**src/rtl/rf_write_sched.sv**
```systemverilog
// Write-port scheduler for a 31-entry register file (r0 hard-wired zero).
// Owns the single write port, shares it between requesters A and B with
// round-robin arbitration, and runs an initialisation sweep that loads
// every register rk with the value k after reset and on command.
module rf_write_sched #(
   parameter int unsigned DW = 32,
   parameter int unsigned AW = 5
) (
   input  logic          Clock,
   input  logic          Reset,
   input  logic          init_req,
   output logic          init_busy,
   input  logic          a_valid,
   input  logic [AW-1:0] a_addr,
   input  logic [DW-1:0] a_data,
   output logic          a_ready,
   input  logic          b_valid,
   input  logic [AW-1:0] b_addr,
   input  logic [DW-1:0] b_data,
   output logic          b_ready,
   output logic [AW-1:0] Rw,
   output logic [DW-1:0] Data,
   output logic          Write
);

   localparam logic [AW-1:0] CNT_FIRST = AW'(1);
   localparam logic [AW-1:0] CNT_LAST  = {AW{1'b1}};
   localparam logic [AW-1:0] ADDR_ZERO = '0;

   typedef enum logic {
      ST_INIT = 1'b0,
      ST_RUN  = 1'b1
   } state_t;

   state_t        state;
   logic [AW-1:0] cnt;
   logic          last_b;     // 1: B held the most recent grant
   logic          arb_en;
   logic          grant_a;
   logic          grant_b;
   logic [AW-1:0] gnt_addr;
   logic [DW-1:0] gnt_data;

   // Round-robin grant; readies see only state, last, init_req and valids
   always_comb begin
      arb_en   = (state == ST_RUN) && !init_req;
      grant_a  = arb_en && a_valid && (!b_valid || last_b);
      grant_b  = arb_en && b_valid && (!a_valid || !last_b);
      gnt_addr = grant_b ? b_addr : a_addr;
      gnt_data = grant_b ? b_data : a_data;
   end

   assign a_ready   = grant_a;
   assign b_ready   = grant_b;
   assign init_busy = (state == ST_INIT);

   // State, sweep counter, arbitration history and registered write port
   always_ff @(posedge Clock) begin
      if (!Reset) begin
         state  <= ST_INIT;
         cnt    <= CNT_FIRST;
         last_b <= 1'b1;
         Write  <= 1'b0;
         Rw     <= '0;
         Data   <= '0;
      end else begin
         case (state)
            ST_INIT: begin
               Write <= 1'b1;
               Rw    <= cnt;
               Data  <= DW'(cnt);
               cnt   <= cnt + AW'(1);
               if (cnt == CNT_LAST) begin
                  state <= ST_RUN;
               end
            end
            ST_RUN: begin
               Write <= 1'b0;
               if (init_req) begin
                  state <= ST_INIT;
                  cnt   <= CNT_FIRST;
               end else if (grant_a || grant_b) begin
                  last_b <= grant_b;
                  // r0 writes complete the handshake but never reach the file
                  if (gnt_addr != ADDR_ZERO) begin
                     Write <= 1'b1;
                     Rw    <= gnt_addr;
                     Data  <= gnt_data;
                  end
               end
            end
            default: begin
               state <= ST_INIT;
               cnt   <= CNT_FIRST;
            end
         endcase
      end
   end

endmodule

```
**config.mk**
```make
export PLATFORM = sky130hd
export DESIGN_NAME = rf_write_sched
export DESIGN_NICKNAME = d
export VERILOG_FILES = /design/src/rtl/rf_write_sched.sv
export SDC_FILE = /design/constraint.sdc
export NUM_CORES = 1
export LEC_CHECK = 0
export CORE_MARGIN = 2
export CORE_UTILIZATION = 43
export DETAILED_ROUTE_END_ITERATION = 10
export PLACE_DENSITY_LB_ADDON = 0.12
export SYNTH_ARGS = -nofsm -noshare
export SYNTH_HDL_FRONTEND = slang
export SYNTH_SLANG_ARGS = --single-unit
```
**constraint.sdc**
```tcl
create_clock -name Clock -period 2.9 [get_ports Clock]
set_input_delay 0.29 -clock Clock [delete_from_list [all_inputs] [get_ports Clock]]
set_output_delay 0.29 -clock Clock [all_outputs]
set_load 0.05 [all_outputs]
```
# Word level (Yosys, flattened, before mapping)
# Index checks and enable logic that the tools add are counted.
# Widths: inputs -> output; s select.
# word_totals
mem_count	0
elab_cells	48
output_inout_bits	41
ramBits	0
latchBits	0
romBits	0
register_bits	45
# classes
reduce_logical	15
n_mul	0
div	0
eq_ne	5
addsub	1
mux	19
magnitude_cmp	0
bitwise	2
n_shift	0
# op_table
op	count
$mux 32	4
$pmux 32 s2	1
$mux 5	5
$pmux 5 s2	2
$reduce_and 3->1	2
$add 5x1->5 const B	1
$eq 5x5->1 const B	1
$logic_and 1x1->1	5
$mux 1	5
$reduce_bool 5->1	1
$logic_not 1->1	4
$ne 2x1->1 const B	2
$ne 2x2->1 const B	2
$pmux 1 s2	2
$logic_or 1x1->1	3
$not 1->1	2

# Depth between registers and ports, before layout
# Gate-level depths: netlist of the first run.
# depth
word_depth	10
ltp_mapped	7
depth_no_buf	6

# Worst setup path after synthesis of the first run
# OpenSTA, ideal clock, no wires.
# synth_timing
path_type	reg2reg
startpoint	register state
endpoint	register Data[12]
stages_incl_launch_ff	7
arrival_time_ns	1.769
required_ns	2.809
setup_ns	0.091
slack_ns	1.040
synth_period_minus_slack_ns	1.860
cell_sequence	dfxtp_1 > nor2b_4 > nand3_4 > inv_2 > buf_1 > nand2_1 > a311oi_1
# synth_between
elab_chain_cells	8
# synth_rtl
item	line_no	rtl
from (decl)	35	state_t state;
from (signal assigned)	60	state <= ST_INIT;
from (signal assigned)	74	state <= ST_RUN;
from (signal assigned)	80	state <= ST_INIT;
$logic_and 1x1->1 *	46	arb_en = (state == ST_RUN) && !init_req;
$logic_and 1x1->1 * (2 in series)	48	grant_b = arb_en && b_valid && (!a_valid || !last_b);
net b_ready	20	output logic b_ready,
$mux 32	50	gnt_data = grant_b ? b_data : a_data;
$mux 32	85	if (gnt_addr != ADDR_ZERO) begin
$mux 32	82	end else if (grant_a || grant_b) begin
$mux 32	79	if (init_req) begin
$pmux 32 s2	67	case (state)
to (signal assigned)	71	Data <= DW'(cnt);
to (signal assigned)	88	Data <= gnt_data;
to (decl)	22	output logic [DW-1:0] Data,
# Mark *: on every way through the listed nets, which the timed path passes. The rest lies on a longest branch. The select of a mux whose other input is x is not followed.
# A chain may end at the register's enable or synchronous reset.

# Final worst setup path of the first run
# layout_timing
startpoint	input init_req
endpoint	output b_ready
# layout_between
elab_chain_cells	4
# layout_rtl
item	line_no	rtl
from (decl)	11	input logic init_req,
$logic_not 1->1	46	
$logic_and 1x1->1	46	
$logic_and 1x1->1 (2 in series)	48	
to (decl)	20	
# Every way passes these cells.

==> key figures, run 1 <==
Outcome
  – Status: finished, final reports clean

Die
  – Starting Density: 0.453
  – I/O Pins: 120
  – Die X: 77.8 um
  – Die height: 77.8 um
  – Core area: 5170 um^2
  – Die footprint: 6060 um^2
  – FP Rows: 26

CTS
  – CTS tree: yes
  – Hold Buf Count CTS: 0
  – H-Tree Depth: 2
  – CTS Sinks: 45
  – Post-CTS Setup Bufs: 0
  – Num CTS Buffers: 5
  – Worst-path clk slew: 0.08 ns
  – Max Buffers Root-to-Sink: 2
  – # resized after CTS: 0
  – CTS root buffer: clkbuf_8
  – Worst-Skew Late Latency: 0.30 ns

Power
  – Logic pwr share: 0.158
  – P_leak: 1.39 nW
  – Total power: 0.00127 W
  – P_int: 0.000971 W
  – Switching share of power: 0.233
  – PwrDens: 348 nW/um^2
  – Clock Power Share: 0.336
  – Seq pwr share: 0.506
  – Switching power: 0.000295 W
  – Worst VDD drop: 0.189 mV

Critical path
  – R2R depth: 3
  – FF-to-FF End: Data[3]
  – WP data arrival: 1.98 ns
  – FF-to-FF setup slack: 1.04 ns
  – CP Launch Type: primary input
  – Critical Path Sink Type: output port
  – FF-to-FF Start: state
  – Crit Path Max Fanout: 28
  – Worst path required time: 2.61 ns
  – CP Class: primary input to output port

Timing
  – Setup TNS: 0 ns
  – Pins Over Slew Limit: 0
  – Final worst slack: 0.635 ns
  – Final hold vios: 0
  – Period utilisation layout: 0.781
  – Final min period: 2.27 ns
  – Fmax: 441 MHz
  – Final Skew: 0.00771 ns
  – Endpoints failing setup: 0
  – RSZ-0062 raised after global routing: no
  – Worst slew pin tran: 0.632 ns
  – Rel. slew slack: 0.577

Yosys
  – Seq cells post-synth: 45
  – Post-Syn Area per Cell: 8.50 um^2
  – Synth Warn #: 0
  – Post-synthesis cell count: 276
  – Sequential area share after synthesis: 0.384
  – Async set-reset flop share out of synthesis: 0
  – Cell variety after synth: 43
  – Number of flops mapped to enable cells by yosys: 0
  – Syn_nets: 357
  – Cell Area, Synth: 2340 um^2
  – Main flop type after synthesis: dfxtp_1

Hold path
  – Hold Path Class: flip-flop to flip-flop
  – Hold Path Origin: Rw[2]
  – Hold Path Sink: Rw[2]
  – Hold path depth: 1

GRT
  – First-pass GRT wire length: 10700 um
  – GRT Util Overall: 0.217
  – Maximum number of pins on one net before global-route repair: 47
  – Remaining Overflow, GRT: 0
  – Vias in the first global route: 2295
  – Antenna violations before repair: 0

Route
  – Final WL: 6610 um
  – Pre-antenna DRT Iters: 4
  – Via density: 5.26
  – Detailed-route wire length per cell: 14.5 um
  – Routed Antenna Nets: 0
  – Post-route DRC: 0
  – DR vias: 2394
  – Initial DRC Count: 122

Finish
  – Share of cells above drive strength 1: 0.0701
  – Total Nets Final: 465
  – Layout area overhead: 54.9%
  – Number of antenna diodes: 0

Place
  – PortBufs: 119
  – Place WS: 0.476 ns
  – RePlAce Congestion: 0.788
  – Hpwl dp: 4690 um

Flow run
  – Max Cap Viol: 0
-- area by class of cell --
type                            count  area (um^2)
Multi-Input combinational cell    205         1280
Clock buffer                        7         96.3
Clock inverter                      1         5.00
Timing Repair Buffer              124         1250
Inverter                            3         11.3
Sequential cell                    45          901
Fill cell                         446         1540
Tap cell                           70         87.6
-- cells in the mapped netlist, types with 3 or more instances --
cell	count	area share
o2bb2ai_1	4	0.015
nor2_1	19	0.030
a22o_1	5	0.019
nor2b_1	5	0.013
o21a_1	15	0.048
buf_6	6	0.029
a21oi_1	19	0.041
nand3_1	20	0.043
dfxtp_1	45	0.38
a311oi_1	12	0.045
and3_1	16	0.043
nand2_1	47	0.075
buf_4	3	0.0096
clkbuf_1	9	0.014
o311ai_0	5	0.019
nand4_1	5	0.013
mux2i_1	10	0.043
-- worst max-delay path, cell delays in order --
cell	delay [ns]
clkdlybuf4s50_1	0.56
nor2b_4	0.24
nand3_4	0.19
inv_2	0.47
buf_12	0.21
-- flip-flops by register name, summed over array words and instances (netlist names) --
name,flops
Data,32
Rw,5
cnt,5
Write,1
last_b,1
state,1
-- worst max path at each step --
stage / start / end / slack [ns]
finish: init_req / b_ready / 0.63
global route: init_req / b_ready / 0.52
CTS: init_req / b_ready / 0.63
detailed placement: b_addr[0] / Data[8] / 0.48
global placement: b_addr[0] / Data[23] / 0.53
floorplan: state / Data[12] / 1.04
-- kinds of logic (layout without fill, tap and decap cells) --
family,count (synthesis),count (layout),share of synthesized area
adder cells (fa/ha/maj),2,2,0.0107
flip-flops,45,45,0.384
AO/OA/AOI/OAI,73,73,0.237
buffers and inverters,26,135,0.0683
AND/OR/NAND/NOR,120,120,0.257
multiplexers,10,10,0.0427
-- metal layers --
metal,routed length [um],global-route usage,vias to the layer above
met5,0,0,-
met4,78,0.0536,0
met3,394,0.0605,7
met2,3150,0.375,71
met1,3000,0.266,1095
li1,-,-,1221
-- cell usage in the layout (no fill, tap or decap), types with 2 or more instances in the layout --
| cell | n |
|---|---|
| clkdlybuf4s50_1 | 116 |
| nand2_1 | 47 |
| dfxtp_1 | 45 |
| nand3_1 | 20 |
| a21oi_1 | 19 |
| nor2_1 | 19 |
| and3_1 | 16 |
| o21a_1 | 15 |
| a311oi_1 | 12 |
| mux2i_1 | 10 |
| clkbuf_8 | 7 |
| buf_4 | 6 |
| a22o_1 | 5 |
| nor2b_1 | 5 |
| nand4_1 | 5 |
| o311ai_0 | 5 |
| o2bb2ai_1 | 4 |
| inv_1 | 2 |
| o21ai_0 | 2 |
| ha_1 | 2 |
| buf_12 | 2 |
-- metrics by stage --
stage | instances | instance area [um^2] | hold slack [ns] | util
2_1_floorplan | 276 | 2340 | 0.449 | -
5_1_grt | 455 | 3630 | 0.505 | 0.702
3_3_place_gp | 447 | 3530 | 0.464 | 0.682
4_1_cts | 455 | 3630 | 0.486 | 0.702
3_5_place_dp | 447 | 3530 | 0.467 | 0.682
6_report | 455 | 3630 | 0.476 | 0.702
-- power by group through the flow --
stage	Clock (W)	Combinational [W]	Sequential (W)
after floorplan	0	0.0000420	0.000677
after global placement	0	0.000198	0.000654
after detailed placement	0	0.000199	0.000655
after CTS	0.000430	0.000200	0.000640
after global routing	0.000460	0.000212	0.000642
final	0.000426	0.000200	0.000640
Note: power is estimated with default switching activity, not from simulation.
==> inputs of run 2 (changes only) <==
--- a/config.mk
+++ b/config.mk
@@ -6,7 +6,7 @@
 export NUM_CORES = 1
 export LEC_CHECK = 0
 export CORE_MARGIN = 2
-export CORE_UTILIZATION = 43
+export CORE_UTILIZATION = 36
 export DETAILED_ROUTE_END_ITERATION = 10
 export PLACE_DENSITY_LB_ADDON = 0.12
 export SYNTH_ARGS = -nofsm -noshare
==> constraint.sdc (replaced) <==
create_clock -name Clock -period 2 [get_ports Clock]
set_input_delay 0.2 -clock Clock [delete_from_list [all_inputs] [get_ports Clock]]
set_output_delay 0.2 -clock Clock [all_outputs]
set_load 0.05 [all_outputs]
==> run 2 against run 1 <==
  * Sequential power is 45% higher
  * Critical path depth is 2 higher
  * Setup slack worse by 0.50 ns
  * Design area is 5.1% higher
  * Clock power is 44% higher
  * Via count is 4.6% higher
==> key figures, run 2 (synthesis results as in run 1) <==
Outcome
  – Status: finished, final reports clean

Critical path
  – Crit Path Max Fanout: 24 (-14%)
  – WP data arrival: 2.06 ns (+0.08 ns)
  – CP Launch Type: primary input
  – CP Cell Sequence: clkdlybuf4s50_1, or4_4, nor4b_4, buf_4, a311oi_2, buf_12, a311oi_1
  – FF-to-FF setup slack: 0.22 ns (-0.82 ns)
  – Setup crit start: b_addr[1]
  – CP Class: primary input to flip-flop
  – CP max stage delay: 0.54 ns (-0.02 ns)
  – FF-to-FF End: Data[18]
  – FF-to-FF Start: state
  – Worst path required time: 2.20 ns (-0.41 ns)
  – Worst path slowest cell: or4_4
  – Worst setup endpoint: Data[11]
  – Critical Path Sink Type: flip-flop
  – R2R depth: 7 (+4)

Timing
  – Pins Over Slew Limit: 0 (unchanged)
  – Period utilisation layout: 0.931
  – WHS: 0.470 ns (-0.00551 ns)
  – Worst slew pin tran: 0.539 ns (-0.0938 ns)
  – RSZ-0062 raised after global routing: no
  – Final min period: 1.86 ns
  – Setup TNS: 0 ns (unchanged)
  – Rel. slew slack: 0.640 (+0.0624)
  – Endpoints failing setup: 0 (unchanged)
  – Final Skew: 0.00631 ns (-0.00140 ns)
  – Final hold vios: 0 (unchanged)
  – Fmax: 537 MHz

Finish
  – Share of cells above drive strength 1: 0.105 (+0.0349)
  – Core Util, Final: 0.604 (-0.0977)
  – Number of antenna diodes: 0 (unchanged)
  – Most common cell after layout, fill and taps aside: clkdlybuf4s50_1
  – Number of fill cells in the layout: 567 (+27%)
  – Biggest register: Data
  – Layout area overhead: 62.7%
  – Multi-input gate area in the final layout: 1280 um^2 (unchanged)
  – Max reg flops: 32 (unchanged)
  – Sequential cell area: 901 um^2 (unchanged)
  – Total Nets Final: 480 (+3.2%)
  – Final instance area: 3810 um^2 (+5.1%)
  – Largest registers: Data (32), Rw (5), cnt (5)
  – Commonest non-fill, non-tap cells in the layout: clkdlybuf4s50_1, nand2_1, dfxtp_1, nand3_1

Die
  – Die height: 84.7 um (+8.8%)
  – Die X: 84.7 um (+8.8%)
  – FP Rows: 29 (+12%)
  – Starting Density: 0.371 (-0.0819)
  – Core area: 6310 um^2 (+22%)
  – I/O Pins: 120 (unchanged)
  – Die footprint: 7170 um^2 (+18%)

CTS
  – Worst-Skew Late Latency: 0.29 ns (about the same)
  – CTS root buffer: clkbuf_8
  – Worst-path clk slew: 0.08 ns (about the same)
  – Max Buffers Root-to-Sink: 2 (unchanged)
  – Num CTS Buffers: 5 (unchanged)
  – # resized after CTS: 0 (unchanged)
  – CTS Sinks: 45 (unchanged)
  – CTS tree: yes
  – Post-CTS Setup Bufs: 0 (unchanged)
  – H-Tree Depth: 2 (unchanged)
  – Hold Buf Count CTS: 0 (unchanged)

Route
  – Post-route DRC: 0 (unchanged)
  – DR vias: 2503 (+4.6%)
  – Detailed-route wire length per cell: 14.5 um (-0.57%)
  – Via density: 5.25 (-0.27%)
  – Routed Antenna Nets: 0 (unchanged)
  – Initial DRC Count: 103 (-16%)
  – Pre-antenna DRT Iters: 4 (unchanged)
  – Final WL: 6890 um (+4.2%)

Power
  – Switching power: 0.000425 W (+44%)
  – Logic pwr share: 0.162 (+0.004)
  – P_leak: 1.48 nW (+6.6%)
  – Clock Power Share: 0.333 (-0.003)
  – Switching share of power: 0.231 (-0.00177)
  – P_int: 0.00141 W (+46%)
  – Seq pwr share: 0.505 (about the same)
  – PwrDens: 482 nW/um^2 (+38%)
  – Worst VDD drop: 0.314 mV (+66%)

Hold path
  – Hold Path Class: primary input to flip-flop

Place
  – DP Area: 3710 um^2 (+5.2%)
  – PortBufs: 119 (unchanged)
  – RePlAce Congestion: 0.782 (-0.81%)
  – Hpwl dp: 4970 um (+6.0%)

GRT
  – Antenna violations before repair: 0 (unchanged)
  – Vias in the first global route: 2386 (+4.0%)
  – Remaining Overflow, GRT: 0 (unchanged)
  – First-pass GRT wire length: 11300 um (+5.5%)
  – GRT Util Overall: 0.191 (-0.0258)
  – Maximum number of pins on one net before global-route repair: 47 (unchanged)

Flow run
  – Max Cap Viol: 0 (unchanged)
==> run 2: how the worst min path moves through the flow <==
stage                    start  endpoint  slack [ns]  cells after the start
floorplan           b_data[13]  Data[13]        0.36                      2
global placement         Rw[3]     Rw[3]        0.47                      1
detailed placement       Rw[2]     Rw[2]        0.47                      1
CTS                 b_data[10]  Data[10]        0.46                      3
global route        b_data[15]  Data[15]        0.48                      3
finish              b_data[10]  Data[10]        0.47                      3
==> run 2: stage by stage <==
stage	setup slack [ns]	std cells	total power, W
floorplan	0.140	276	0.00104
global placement	-0.128	469	0.00125
detailed placement	-0.153	469	0.00125
CTS	0.142	477	0.00187
global route	0.0427	477	0.00193
finish	0.138	477	0.00184
==> run 2: critical path: cells and delay by family <==
family	cells	cell delay, ns
buffers and inverters	3	0.79
and+or+nand+nor	2	0.80
AOI/OAI and AO/OA	2	0.26
==> run 2: layout make-up <==
cell class / count / area share
flip-flops and latches: 45 / 0.236
well taps: 77 / 0.0253
clock buffers: 7 / 0.0253
clock inverters: 1 / 0.00131
inverters: 3 / 0.00295
repair buffers: 139 / 0.373
multi-input cells: 205 / 0.337
==> run 2: power groups by stage <==
stage / combinational, W / clock [W] / sequential (W)
2_1_floorplan: 0.0000610 / 0 / 0.000982
3_3_place_gp: 0.000296 / 0 / 0.000949
3_5_place_dp: 0.000297 / 0 / 0.000949
4_1_cts: 0.000299 / 0.000643 / 0.000929
5_1_grt: 0.000319 / 0.000680 / 0.000932
6_report: 0.000297 / 0.000613 / 0.000928
==> run 2: routing by layer <==
layer	global-route usage	part of all wire	wire length (um)
met5	0	0	0
met4	0.0592	0.015	101
met3	0.0570	0.075	519
met2	0.305	0.45	3130
met1	0.250	0.46	3140
==> inputs of run 3 (changes only) <==
--- a/config.mk
+++ b/config.mk
@@ -9,6 +9,7 @@
 export CORE_UTILIZATION = 36
 export DETAILED_ROUTE_END_ITERATION = 10
 export PLACE_DENSITY_LB_ADDON = 0.12
+export SKIP_CTS_REPAIR_TIMING = 1
 export SYNTH_ARGS = -nofsm -noshare
 export SYNTH_HDL_FRONTEND = slang
 export SYNTH_SLANG_ARGS = --single-unit
==> results of run 3 <==
Same layout as run 2: the final DEF is identical, and so are final timing and power.
